File: src/rtl/pipe_pkg.sv
// Shared pipeline constants: NOP encoding, per-boundary payload widths and occupancy states.
package pipe_pkg;

   localparam logic [31:0] NOP_INSTR = 32'h00000013;

   // pc_plus4 + instr; the later boundaries carry decoded operands and control
   localparam int unsigned IF_ID_W  = 64;
   localparam int unsigned ID_EX_W  = 149;
   localparam int unsigned EX_MEM_W = 77;
   localparam int unsigned MEM_WB_W = 73;

   typedef enum logic [1:0] {
      OccEmpty = 2'd0,
      OccOne   = 2'd1,
      OccFull  = 2'd2
   } occ_e;

endpackage

File: src/rtl/pipe_bubble_counter.sv
// Saturating up-counter used to count cycles where a stage presents no valid output.
module pipe_bubble_counter #(
   parameter int unsigned CNT_W = 16
) (
   input  logic             clk,
   input  logic             reset,
   input  logic             en,
   output logic [CNT_W-1:0] count
);

   logic [CNT_W-1:0] count_q, count_d;

   always_comb begin
      count_d = count_q;
      if (en && (count_q != {CNT_W{1'b1}})) begin
         count_d = count_q + CNT_W'(1);
      end
   end

   always_ff @(posedge clk or negedge reset) begin
      if (!reset) begin
         count_q <= '0;
      end else begin
         count_q <= count_d;
      end
   end

   assign count = count_q;

endmodule

File: src/rtl/pipe_stage_reg.sv
// Pipeline boundary register with valid/ready handshake, stall/flush and optional skid entry.
module pipe_stage_reg
   import pipe_pkg::*;
#(
   parameter int unsigned          WIDTH     = 64,
   parameter logic [WIDTH-1:0]     NOP_VALUE = WIDTH'({32'd0, NOP_INSTR}),
   parameter bit                   SKID      = 1'b1,
   parameter int unsigned          CNT_W     = 16
) (
   input  logic             clk,
   input  logic             reset,
   input  logic             stall,
   input  logic             flush,
   input  logic             in_valid,
   output logic             in_ready,
   input  logic [WIDTH-1:0] in_data,
   output logic             out_valid,
   input  logic             out_ready,
   output logic [WIDTH-1:0] out_data,
   output logic [1:0]       occupancy,
   output logic [CNT_W-1:0] bubble_cnt
);

   occ_e             occ_q, occ_d;
   logic [WIDTH-1:0] main_q, main_d;
   logic [WIDTH-1:0] skid_q, skid_d;
   logic             live_q;
   logic             accept;
   logic             rel;

   // live_q keeps in_ready low until the first edge after reset is released
   generate
      if (SKID) begin : g_skid
         assign in_ready = live_q & !stall & (occ_q != OccFull);
      end else begin : g_single
         assign in_ready = live_q & !stall & ((occ_q == OccEmpty) | out_ready);
      end
   endgenerate

   assign out_valid = (occ_q != OccEmpty) & !stall;
   assign accept    = in_valid & in_ready;
   assign rel       = out_valid & out_ready;

   always_comb begin
      occ_d  = occ_q;
      main_d = main_q;
      skid_d = skid_q;
      if (flush) begin
         occ_d  = OccEmpty;
         main_d = NOP_VALUE;
         skid_d = NOP_VALUE;
      end else begin
         case (occ_q)
            OccEmpty: begin
               if (accept) begin
                  occ_d  = OccOne;
                  main_d = in_data;
               end
            end
            OccOne: begin
               if (accept && rel) begin
                  main_d = in_data;
               end else if (rel) begin
                  occ_d  = OccEmpty;
                  main_d = NOP_VALUE;
               end else if (accept && SKID) begin
                  occ_d  = OccFull;
                  skid_d = in_data;
               end
            end
            OccFull: begin
               if (rel) begin
                  occ_d  = OccOne;
                  main_d = skid_q;
                  skid_d = NOP_VALUE;
               end
            end
            default: begin
               occ_d  = OccEmpty;
               main_d = NOP_VALUE;
               skid_d = NOP_VALUE;
            end
         endcase
      end
   end

   always_ff @(posedge clk or negedge reset) begin
      if (!reset) begin
         occ_q  <= OccEmpty;
         main_q <= NOP_VALUE;
         skid_q <= NOP_VALUE;
         live_q <= 1'b0;
      end else begin
         occ_q  <= occ_d;
         main_q <= main_d;
         skid_q <= skid_d;
         live_q <= 1'b1;
      end
   end

   assign out_data  = main_q;
   assign occupancy = occ_q;

   pipe_bubble_counter #(
      .CNT_W (CNT_W)
   ) u_bubble_counter (
      .clk   (clk),
      .reset (reset),
      .en    (!out_valid),
      .count (bubble_cnt)
   );

endmodule

File: config.mk
export PLATFORM = sky130hd
export DESIGN_NAME = pipe_stage_reg
export DESIGN_NICKNAME = d
export VERILOG_FILES = /design/src/rtl/pipe_pkg.sv /design/src/rtl/pipe_bubble_counter.sv /design/src/rtl/pipe_stage_reg.sv
export SDC_FILE = /design/constraint.sdc
export NUM_CORES = 1
export LEC_CHECK = 0
export ABC_AREA = 1
export BUFFER_PORTS_ARGS = -buffer_cell sky130_fd_sc_hd__buf_2
export CORE_MARGIN = 2
export CORE_UTILIZATION = 30
export CTS_CLUSTER_DIAMETER = 40
export DETAILED_ROUTE_END_ITERATION = 8
export SETUP_SLACK_MARGIN = 0.02
export SYNTH_ARGS = -nofsm -noshare
export SYNTH_HDL_FRONTEND = slang
export SYNTH_SLANG_ARGS = --single-unit
File: constraint.sdc
create_clock -name clk -period 1.7 [get_ports clk]
set_clock_uncertainty 0.2 [all_clocks]
set_input_delay 0.255 -clock clk [delete_from_list [all_inputs] [get_ports clk]]
set_output_delay 0.255 -clock clk [all_outputs]
set_load 0.02 [all_outputs]
==> summary.txt, run 1 <==
Outcome
  • Status: finished, violations left
  • Failing checks: negative setup slack

Cells and area
  • Cell area after layout: 0.01262 sq mm
  • Multi-input gate area: 0.004347 sq mm
  • Commonest cells after routing, fill and taps aside: nand2_1 (448), buf_2 (148), dfrtp_1 (137)
  • Filler cell count: 2587
  • Most common cell after layout, fill and taps aside: nand2_1
  • Syn-to-layout area delta: 53.26%
  • FF+latch area: 0.003691 sq mm
  • Final core occ: 46.84%
  • Share of cells above drive strength 1: 30.23%
  • Layout Nets: 1510
  • Final non-filler cell total: 1797

CTS
  • Reg clk slew, reported paths: 0.06 ns
  • Deepest clock path buffer count: 2
  • CTS sink cnt: 147
  • Root Buffer Master: clkbuf_16
  • TritonCTS Buffers: 17
  • CTS tree: done
  • H-tree levels: 4
  • Worst skew pair latency: 0.42 ns

Routing
  • Vias per Instance: 4.750
  • DR vias: 8536
  • Routed length per instance: 16.12 um
  • Drt pass-1 iters: 4
  • Detailed-route wire length: 28.97 mm
  • Residual DRC: 0
  • Post-DRT Antenna Nets: 0
  • Initial detailed-routing violation count: 466

Floorplanning
  • Die width: 169.7 um
  • Core area: 0.02695 sq mm
  • Chip height: 169.7 um
  • Full die area: 0.02880 sq mm
  • Core Rows: 60
  • Initial Util: 30.56%
  • Ports: 154

Synthesis
  • Yosys Warn Count: 0
  • Mapped Area: 0.008237 sq mm
  • Asr flop ratio synth: 100.0%
  • Syn Inst Count: 1162
  • Mapped Nets: 1233
  • Main synth FF type: dfrtp_1
  • Post-synthesis cell type count: 31
  • Post-synthesis sequential area ratio: 44.75%
  • Seq cells post-synth: 147
  • Synth area leaders: dfrtp_1 (43%), nand2_1 (24%), o21bai_1 (5.7%), nand3_1 (4.7%), inv_1 (4.1%)
  • Mean Syn Cell Area: 7.088 sq um
  • Post-synth top area cell: dfrtp_1
  • Number of enable flip-flop cells after synthesis: 0
  • Yosys top cell area share: 42.84%

Critical path
  • Critical Path RT: 1.87 ns
  • FF-to-FF Start: occupancy[0]
  • CP Capture Type: flip-flop
  • Internal reg-to-reg setup slack: -0.29 ns
  • CP endpoint: out_data[26]
  • Crit. Startpoint: occupancy[0]
  • Reg2Reg Capture Point: out_data[26]
  • Crit path max fanout: 6
  • Worst reg2reg path depth: 12
  • CP Class: reg2reg
  • Worst EP arrival: 2.15 ns
  • CP Launch Type: flip-flop

Min path
  • Worst min-delay path category: in2reg

Job
  • Maxcap violations: 0

Power
  • Peak supply drop: 0.8669 mV
  • Flop pwr share: 26.5%
  • Clock share of power: 21.2%
  • Overall Power: 19840 uW
  • Leakage: 0.006639 uW
  • Combinational cell fraction of total power: 52.4%
  • Switching share of power: 41.12%
  • Psw: 8160 uW
  • Internal Power: 11680 uW
  • Pwr/cell area: 1572 mW/mm^2

Timing
  • Final period util: 116.9%
  • Final setup viols: 133
  • Maximum clock rate: 0.5033 GHz
  • Worst slew pin tran: 0.5618 ns
  • Endpoints failing hold: 0
  • Final setup margin: -0.2869 ns
  • Fin crit period: 1.987 ns
  • TNS Setup: -25.69 ns
  • Relative slew slack: 62.55%
  • Pins Over Slew Limit: 0
  • RSZ-0062 raised after global routing: true

Placement
  • Hpwl dp: 16.02 mm
  • IO Port Bufs: 153
  • Dpl cell area: 0.009786 sq mm
  • Placer congestion estimate: 0.8653
  • Placed Cells: 1644

Global route
  • Number of global-route vias before repair: 8146
  • First-pass GRT wire length: 43.93 mm
  • Initial antenna violation count: 4
  • GRT overflow: 0
  • GRT Util Overall: 19.48%
  • Largest net degree at the start of global routing: 96
==> registers in the layout, indices dropped and copies added (netlist names) <==
signal and flops:
occupancy 2, live_q 1, u_bubble_counter.count 16, skid_q 64
out_data 64
==> Yosys cell counts (11+ instances only) <==
cell type and number:
buf_4 13, nand2_1 521, inv_1 90, o21ai_0 36, dfrtp_1 141, clkbuf_1 25, buf_6 11, o21ai_1 29
nand3_1 77, buf_2 18, o21bai_1 62, nor2_1 88
==> metrics by stage <==
stage	setup WS (ns)	hold slack, ns
6_report	-0.2869	0.01070
5_1_grt	-0.3408	0.04029
4_1_cts	-0.2220	0.003678
3_5_place_dp	-0.1370	-0.1471
3_3_place_gp	-0.1010	-0.1467
2_1_floorplan	-0.1086	-0.2406
==> repair_timing <==
item                       4_1_cts  5_1_grt
pin swaps                       37       45
hold endpoints to repair       242        0
buffers inserted                32       17
resized for setup               85      135
hold buffers                    60        0
setup endpoints to repair      148      150
gates cloned                    21        8
==> worst max-delay path, stage by stage (launching register included) <==
cell and delay [ns]:
dfrtp_2 0.39, clkinv_4 0.08, buf_6 0.13, nand2_8 0.06, buf_6 0.10, nor2_4 0.04, o21ai_4 0.21, nand2_8 0.10
nor2_8 0.22, buf_12 0.14, clkbuf_16 0.14, nand2_2 0.05, nand2_2 0.06
==> worst min-delay path by stage <==
stage,from,end,slack [ns],cells past startpoint
after detailed placement,reset,out_data[2],-0.15,1
final,in_data[45],skid_q[45],0.01,5
after global routing,in_data[52],skid_q[52],0.04,5
after floorplan,reset,live_q,-0.24,0
after CTS,in_data[52],out_data[52],0.004,5
after global placement,reset,out_data[60],-0.15,1
==> logic make-up (layout without fill, tap and decap cells) <==
kind of cell / count (synthesis) / in the layout / synth area share [%]
simple gates: 706 / 706 / 34.48
buf+inv: 163 / 453 / 9.297
flops: 147 / 147 / 44.75
compound gates: 134 / 134 / 10.21
xor+xnor: 10 / 10 / 1.063
fa+ha+maj: 1 / 1 / 0.1519
other cells: 1 / 5 / 0.04553
==> power by group through the flow <==
stage,sequential [uW],combinational (uW),clock [uW]
after floorplan,6140,4000,0
after global placement,5240,7450,0
after detailed placement,5250,7540,0
after CTS,5200,9740,4290
after global routing,5390,11200,4450
final,5250,10400,4200
==> metal layers <==
metal / wire (um) / global-route usage (%) / vias up / part of all wire [%]
li1: - / - / 4163 / -
met1: 12820 / 26.51 / 4035 / 44
met2: 13430 / 31.46 / 304 / 46
met3: 2203 / 4.174 / 34 / 7.6
met4: 518 / 5.091 / 0 / 1.8
met5: 0 / 0 / - / 0
==> cell type report <==
type / count / area share (%)
multi-input combinational: 852 / 34.43
sequential: 147 / 29.24
timing repair buffer: 325 / 24.74
clock buffer: 18 / 3.479
tap: 341 / 3.380
inverter: 96 / 3.053
clock inverter: 14 / 1.596
antenna: 4 / 0.07929
Note: power is estimated with default switching activity, not from simulation.
==> run 2: changes to the inputs <==
--- a/config.mk
+++ b/config.mk
@@ -7,10 +7,13 @@
 export LEC_CHECK = 0
 export ABC_AREA = 1
 export BUFFER_PORTS_ARGS = -buffer_cell sky130_fd_sc_hd__buf_2
+export CELL_PAD_IN_SITES_DETAIL_PLACEMENT = 1
+export CELL_PAD_IN_SITES_GLOBAL_PLACEMENT = 2
 export CORE_MARGIN = 2
-export CORE_UTILIZATION = 30
+export CORE_UTILIZATION = 28
 export CTS_CLUSTER_DIAMETER = 40
 export DETAILED_ROUTE_END_ITERATION = 8
+export PLACE_DENSITY_LB_ADDON = 0.1
 export SETUP_SLACK_MARGIN = 0.02
 export SYNTH_ARGS = -nofsm -noshare
 export SYNTH_HDL_FRONTEND = slang
==> run 2 against run 1 <==
Against the previous run: the flow still finishes with violations (negative setup slack); largest power group unchanged; worst hold slack better by 0.0047 ns; wire length rose by 6.0%; largest cell class unchanged; cell area is 6.5% lower; sequential power up 1%; clock power decreased by 13%; die area is 7.0% higher; critical endpoint is now skid_q[26].
==> summary.txt, run 2 (synthesis gave the netlist of run 1 again) <==
Timing
  • Smallest hold slack: 0.01544 ns
  • Final period util: 111.2%
  • TNS Setup: -17.08 ns
  • Fin crit period: 1.890 ns
  • Final setup viols: 132
  • Maximum clock rate: 0.5290 GHz
  • Final setup margin: -0.1904 ns
  • Endpoints failing hold: 0
  • RSZ-0062 raised after global routing: true
  • Pins Over Slew Limit: 0

CTS
  • Root Buffer Master: clkbuf_16
  • CTS sink cnt: 147
  • CTS tree: done
  • Deepest clock path buffer count: 2
  • TritonCTS Buffers: 17
  • H-tree levels: 4
  • Worst skew pair latency: 0.43 ns
  • Reg clk slew, reported paths: 0.07 ns

Power
  • Overall Power: 18170 uW
  • Leakage: 0.006290 uW
  • Peak supply drop: 0.6156 mV
  • Pwr/cell area: 1539 mW/mm^2

Routing
  • Routed length per instance: 17.00 um
  • Vias per Instance: 4.585
  • DR vias: 8280
  • Detailed-route wire length: 30.70 mm
  • Post-DRT Antenna Nets: 0
  • Initial detailed-routing violation count: 301
  • Residual DRC: 0
  • Drt pass-1 iters: 4

Floorplanning
  • Core Rows: 62
  • Die width: 175.5 um
  • Initial Util: 28.54%
  • Core area: 0.02886 sq mm
  • Full die area: 0.03080 sq mm
  • Chip height: 175.5 um
  • Ports: 154

Min path
  • Worst min-delay path category: in2reg
  • Hold Startpoint: in_data[26]
  • Hold path endpoint: skid_q[26]
  • Hold depth: 5

Global route
  • GRT overflow: 0
  • Largest net degree at the start of global routing: 55
  • GRT Util Overall: 18.42%
  • Number of global-route vias before repair: 8462
  • Initial antenna violation count: 2
  • First-pass GRT wire length: 45.12 mm

Critical path
  • Internal reg-to-reg setup slack: -0.19 ns
  • Critical Path RT: 1.86 ns
  • FF-to-FF Start: occupancy[1]
  • Crit path max fanout: 6
  • CP Capture Type: flip-flop
  • Worst reg2reg path depth: 9
  • CP Launch Type: flip-flop
  • CP Class: reg2reg
  • Worst EP arrival: 2.05 ns
  • Reg2Reg Capture Point: skid_q[26]

Cells and area
  • Layout Nets: 1479
  • Syn-to-layout area delta: 43.34%
  • Filler cell count: 3570
  • Multi-input gate area: 0.004174 sq mm
  • Share of cells above drive strength 1: 27.45%
  • Most common cell after layout, fill and taps aside: nand2_1
  • Commonest cells after routing, fill and taps aside: nand2_1 (465), buf_2 (150), dfrtp_1 (135)
  • FF+latch area: 0.003694 sq mm

Placement
  • IO Port Bufs: 153
  • Placer congestion estimate: 0.7786
  • Hpwl dp: 18.09 mm

Outcome
  • Failing checks: negative setup slack
  • Status: finished, violations left

Job
  • Maxcap violations: 0
[run 2: cell count changes in the layout (fill, tap and decap cells not counted), moves of 8 or more]
cell,delta
o21ai_0,-18
buf_6,-17
nand2_1,+17
nand3_1,+17
nand3_2,-17
buf_16,-11
nand2_2,-11
o21ai_2,+10
buf_12,-9
o21ai_1,+8
[run 2: stage by stage]
| stage | setup WS, ns | instance area, sq um | utilization (%) | std cells |
|---|---|---|---|---|
| after CTS | -0.1612 | 10990 | 38.09 | 1778 |
| final | -0.1904 | 11810 | 40.91 | 1806 |
| after floorplan | -0.1086 | 8371 | - | 1162 |
| after detailed placement | -0.1653 | 9789 | 33.92 | 1687 |
| after global routing | -0.2514 | 11810 | 40.91 | 1806 |
| after global placement | -0.1489 | 9789 | 33.92 | 1687 |
[run 2: layout make-up]
type / instances / area share, %
multi-input combinational: 852 / 35.35
timing repair buffer: 294 / 21.33
tap: 384 / 4.070
sequential: 147 / 31.28
clock buffer: 18 / 3.720
antenna: 1 / 0.02120
clock inverter: 14 / 0.9750
inverter: 96 / 3.243
[run 2: worst max-delay path by stage]
stage	slack (ns)	from	end
3_3_place_gp	-0.15	occupancy[0]	out_data[9]
4_1_cts	-0.16	occupancy[1]	skid_q[9]
3_5_place_dp	-0.17	occupancy[0]	out_data[9]
6_report	-0.19	occupancy[1]	skid_q[26]
5_1_grt	-0.25	occupancy[1]	skid_q[26]
2_1_floorplan	-0.11	u_bubble_counter.count[0]	u_bubble_counter.count[3]
[run 2: per-layer routing]
layer / global-route usage (%) / up-vias / share of wire (%)
met5: 0 / - / 0.042
met4: 4.304 / 2 / 1.4
met3: 2.619 / 26 / 3.2
met2: 30.89 / 144 / 48
met1: 25.15 / 4024 / 47
li1: - / 4084 / -
[run 2: repair_timing]
| item | in CTS | in global routing |
|---|---|---|
| hold endpoints to repair | 240 | 0 |
| setup buffers | 2 | 12 |
| endpoints found under the setup margin | 134 | 150 |
| pin swaps | 4 | 39 |
| resized for setup | 15 | 133 |
| cloned | 1 | 16 |
| hold buffers | 56 | 0 |
[run 2: critical path: stages, from the launching register on]
cell and delay, ns:
dfrtp_2 0.48, inv_4 0.12, nand2_8 0.07, nand3_4 0.12, nand2_4 0.06, o21ai_4 0.25
buf_6 0.18, buf_6 0.16, nand3_1 0.08, nand2_1 0.08
[run 2: report_power, final]
group | switching, uW | internal (uW) | leakage (uW)
clock network | 1720 | 1950 | 0.000264
registers | 712 | 4600 | 0.00196
logic | 5530 | 3660 | 0.00407
total | 7960 | 10200 | 0.00629
